--- src/rtl/acc_sequencer.sv ---
// ----------------------------------------------------------------------------
// acc_sequencer
//
// Accumulator and command sequencer placed directly upstream of a
// combinational add/sub datapath. It feeds the datapath its operands and mode,
// captures sum/carry/overflow into an accumulator with status flags, and can
// repeat an ADD or SUB up to 2^CNT_W-1 times per command.
//
// Ports
//   clk          single clock, rising edge
//   reset_n      synchronous active-low reset
//   cmdValid/cmdReady   command handshake
//   cmdOp        00 LOAD, 01 ADD, 10 SUB, 11 CLR
//   cmdData      operand for LOAD/ADD/SUB
//   cmdCount     repeat count for ADD/SUB (0 behaves as 1)
//   addA/addB/addMode   operands and mode driven to the datapath
//   addSum/addCarry/addOverflow   datapath results
//   acc          accumulator
//   flagC/V/Z/N  carry, signed overflow, zero, negative of last acc update
//   stickyV      OR of flagV since last CLR or reset
//   resValid/resReady   result handshake
// ----------------------------------------------------------------------------
module acc_sequencer #(
    parameter int WIDTH = 16,
    parameter int CNT_W = 4
) (
    input  logic             clk,
    input  logic             reset_n,
    input  logic             cmdValid,
    output logic             cmdReady,
    input  logic [1:0]       cmdOp,
    input  logic [WIDTH-1:0] cmdData,
    input  logic [CNT_W-1:0] cmdCount,
    output logic [WIDTH-1:0] addA,
    output logic [WIDTH-1:0] addB,
    output logic             addMode,
    input  logic [WIDTH-1:0] addSum,
    input  logic             addCarry,
    input  logic             addOverflow,
    output logic [WIDTH-1:0] acc,
    output logic             flagC,
    output logic             flagV,
    output logic             flagZ,
    output logic             flagN,
    output logic             stickyV,
    output logic             resValid,
    input  logic             resReady
);

    typedef enum logic [1:0] {
        IDLE = 2'd0,
        EXEC = 2'd1,
        HOLD = 2'd2
    } state_t;

    localparam logic [1:0] OP_LOAD = 2'b00;
    localparam logic [1:0] OP_ADD  = 2'b01;
    localparam logic [1:0] OP_SUB  = 2'b10;
    localparam logic [1:0] OP_CLR  = 2'b11;

    state_t             state;
    logic [WIDTH-1:0]   operand;
    logic [CNT_W-1:0]   remaining;
    logic               rdy_q;

    // The datapath sees the live accumulator and the latched operand, so the
    // sum sampled at each EXEC edge always reflects this cycle's acc.
    assign addA = acc;
    assign addB = operand;

    // The registered ready is forced low while reset is asserted.
    assign cmdReady = rdy_q & reset_n;

    always_ff @(posedge clk) begin
        if (!reset_n) begin
            state     <= IDLE;
            acc       <= '0;
            flagC     <= 1'b0;
            flagV     <= 1'b0;
            flagZ     <= 1'b1;
            flagN     <= 1'b0;
            stickyV   <= 1'b0;
            operand   <= '0;
            remaining <= '0;
            addMode   <= 1'b0;
            resValid  <= 1'b0;
            rdy_q     <= 1'b1;
        end else begin
            case (state)
                IDLE: begin
                    if (cmdValid) begin
                        rdy_q <= 1'b0;
                        case (cmdOp)
                            OP_LOAD: begin
                                acc      <= cmdData;
                                flagC    <= 1'b0;
                                flagV    <= 1'b0;
                                flagZ    <= (cmdData == '0);
                                flagN    <= cmdData[WIDTH-1];
                                resValid <= 1'b1;
                                state    <= HOLD;
                            end
                            OP_CLR: begin
                                acc      <= '0;
                                flagC    <= 1'b0;
                                flagV    <= 1'b0;
                                flagZ    <= 1'b1;
                                flagN    <= 1'b0;
                                stickyV  <= 1'b0;
                                resValid <= 1'b1;
                                state    <= HOLD;
                            end
                            default: begin
                                // ADD or SUB: a zero count still performs one step.
                                operand   <= cmdData;
                                remaining <= (cmdCount == '0) ? CNT_W'(1) : cmdCount;
                                addMode   <= (cmdOp == OP_SUB);
                                state     <= EXEC;
                            end
                        endcase
                    end
                end

                EXEC: begin
                    acc       <= addSum;
                    flagC     <= addCarry;
                    flagV     <= addOverflow;
                    flagZ     <= (addSum == '0);
                    flagN     <= addSum[WIDTH-1];
                    stickyV   <= stickyV | addOverflow;
                    remaining <= remaining - CNT_W'(1);
                    if (remaining == CNT_W'(1)) begin
                        addMode  <= 1'b0;
                        resValid <= 1'b1;
                        state    <= HOLD;
                    end
                end

                HOLD: begin
                    if (resReady) begin
                        resValid <= 1'b0;
                        rdy_q    <= 1'b1;
                        state    <= IDLE;
                    end
                end

                default: begin
                    addMode  <= 1'b0;
                    resValid <= 1'b0;
                    rdy_q    <= 1'b1;
                    state    <= IDLE;
                end
            endcase
        end
    end

endmodule

--- config.mk ---
export PLATFORM = sky130hd
export DESIGN_NAME = acc_sequencer
export DESIGN_NICKNAME = d
export VERILOG_FILES = /design/src/rtl/acc_sequencer.sv
export SDC_FILE = /design/constraint.sdc
export NUM_CORES = 1
export LEC_CHECK = 0
export CAP_MARGIN = 20
export CORE_MARGIN = 4
export CORE_UTILIZATION = 46
export DETAILED_ROUTE_END_ITERATION = 10
export GPL_TIMING_DRIVEN = 0
export PLACE_DENSITY = 0.88
export SETUP_SLACK_MARGIN = 0.5
export SLEW_MARGIN = 20
export SYNTH_ARGS = -nofsm -noshare
export SYNTH_HDL_FRONTEND = slang
export SYNTH_SLANG_ARGS = --single-unit
--- constraint.sdc ---
create_clock -name clk -period 2.69 [get_ports clk]
set_clock_uncertainty 0.2 [all_clocks]
set_input_delay 0.807 -clock clk [delete_from_list [all_inputs] [get_ports clk]]
set_output_delay 0.807 -clock clk [all_outputs]
set_load 0.02 [all_outputs]
==> impl_metrics.yaml <==
setup_path:
  critPathLaunchType: "input pin"
  crit_family: "buffers and inverters"
  path_cells: "buf_12, buf_8, and2_4, buf_6"
  endpoint_kind: "output pin"
  worstPathMaxFanout: 5
  required_ns: 1.68
  arrival_ns: 1.28
  worstSetupPathType: "in -> out"
  slowest_stage: "and2_4"
  crit_path_max_incr_delay_ns: 0.13
  path_buf_inv: 3
synthesis:
  netlist_top_cells_area: "dfxtp_1, nand2_1, o211a_1, buf_4, a21boi_1"
  syn-num-nets: 324
  yosysWarnings: 0
  ys_seq_elements: 45
  ys_seq_area_frac: 0.384
  yosys.area.top_type: "dfxtp_1"
  syn-cell-area_sq_um: 2350
  yosys.area.top_type_share: 0.384
  syn_area_per_cell_sq_um: 8.53
  synthCells: 275
  yosysUniqueCellTypes: 37
grt:
  grt-ovfl-total: 0
  antenna_found_initial: 0
  grt_max_degree: 16
  grt_pass1_wl_um: 11100
  grt_pass1_vias: 2255
  grt_use_total: 0.224
pwr:
  power_density_nw_per_um2: 560
  leakage_nw: 1.82
  ir_drop_v: 0.000347
  total_power_mw: 2.05
clock_tree:
  clock_path_buffers: 2
  cts_tree: "done"
  htreeDepth: 2
  cts_hold_buf: 0
  clk_pin_slew_ns: 0.09
  insertion_delay_ns: 0.31
  root_buffer: "clkbuf_8"
  cts_made_buffers: 5
  clock_sinks: 45
floorplan:
  die_h_um: 79.4
  start_util: 0.487
  die-area_sq_um: 6310
  core_sq_um: 4820
  die_w_um: 79.4
  num_rows: 25
  num_io_pins: 100
place:
  place_congestion: 0.853
  dp_cells: 440
  place_area_sq_um: 3430
  numPortBuffers: 98
  dpl_worst_slack_ns: -0.190
  hpwl_um: 5410
route:
  ant_nets: 0
  drt_wl_total_um: 7330
  wl_per_cell_um: 15.9
  dr.pass1.iters: 5
  vias: 2497
  drt-vias-per-instance: 5.42
  drt-initial-drc-count: 191
  drc: 0
layout:
  fin_util: 0.759
  syn_to_final_growth_pct: 55.9
  fin_cells: 461
  design_area_sq_um: 3660
  fillers: 368
  layout.nets: 442
  drive_gt1_frac: 0.165
  antenna_cells: 0
sta:
  whs_ns: 0.254
  worst_pin_slew_ns: 0.491
  fin_setup_tns_ns: 0
  setup_slack_ns: 0.401
  fin_crit_sh: 0.851
  max_freq_mhz: 437
  hold_violations: 0
  max_slew_margin: 0.673
  setup_violations: 0
  grt_setup_unrepaired: "yes"
  min_period_ns: 2.29
  slew_viol_final: 0
run:
  drv_cap: 0
outcome:
  status: "complete, no violations"
worst_hold_path:
  hold_path_class: "reg -> reg"
==> tightest hold or removal path, stage by stage (launching register included) <==
cell and delay, ns:
dfxtp_1 0.32, nand2_1 0.05, a21boi_1 0.05
==> final cells by class <==
type	count	area (sq um)	area share
Multi-Input combinational cell	189	1230	0.337
Tap cell	67	83.8	0.0229
Timing Repair Buffer	110	1000	0.273
Inverter	7	26.3	0.00718
Buffer	35	275	0.0752
Clock inverter	3	68.8	0.0188
Sequential cell	45	902	0.247
Clock buffer	5	68.8	0.0188
==> synthesized netlist by cell type (all sizes together) <==
master,number
nand2,53
dfxtp,45
buf,27
a21boi,21
nand3,19
nand3b,16
o211a,16
nor2b,9
o21ai,9
clkbuf,8
nor4,8
inv,7
nor2,6
ha,5
a21oi,4
a22oi,3
nor3,3
and2,2
and3,2
nand2b,2
a21o,1
a2bb2oi,1
a41o,1
and4bb,1
mux2i,1
nor4bb,1
o2111ai,1
o211ai,1
o311ai,1
o31ai,1
==> repair_timing <==
action | 4_1_cts | 5_1_grt
setup endpoints to repair | 97 | 29
cloned | 3 | 0
setup buffers | 1 | 9
gates resized for setup | 72 | 12
pin swaps | 1 | 1
==> where the power goes <==
part,switching [mW],internal [mW],leakage [nW]
clock network,0.244,0.374,0.0687
registers,0.0456,0.730,0.370
logic,0.338,0.316,1.38
==> sequential cells by signal, summed over array words and instances, names as in the netlist <==
signal     count
resValid       1
flagC          1
addMode        1
stickyV        1
addB          16
acc           16
state          2
rdy_q          1
flagZ          1
remaining      4
flagV          1
==> per-layer routing <==
layer  track usage  part of all wire
met2         0.380              0.48
met5             0                 0
met3        0.0734              0.11
met1         0.269              0.39
met4        0.0687             0.021
==> layout by cell type (no fill, tap or decap), types with 6 or more instances in the layout <==
cell type,n
a21boi_1,17
buf_4,28
buf_6,7
clkbuf_1,6
clkdlybuf4s50_1,39
dfxtp_1,44
dlygate4sd2_1,56
inv_1,6
nand2_1,52
nand3_1,19
nand3b_1,16
nor2_1,6
nor2b_1,6
nor4_1,8
o211a_1,16
o21ai_0,8
==> worst paths after layout <==
| check | slack, ns | depth (start not counted) | start | end |
|---|---|---|---|---|
| worst min-delay path | 0.25 | 2 | addB[0] | addB[0] |
| worst min register to register | 0.25 | 2 | addB[0] | addB[0] |
| worst max-delay path | 0.40 | 4 | reset_n | cmdReady |
| worst max register to register | 1.01 | 5 | state[1] | acc[2] |
==> cells by family after synthesis <==
kind of cell	count (synthesis)	share of synthesized area
compound gates	60	0.204
fa+ha+maj	5	0.0267
buf+inv	42	0.111
flops	45	0.384
mux	1	0.00427
simple gates	122	0.269
No activity file was read; power rests on OpenSTA's default activity.
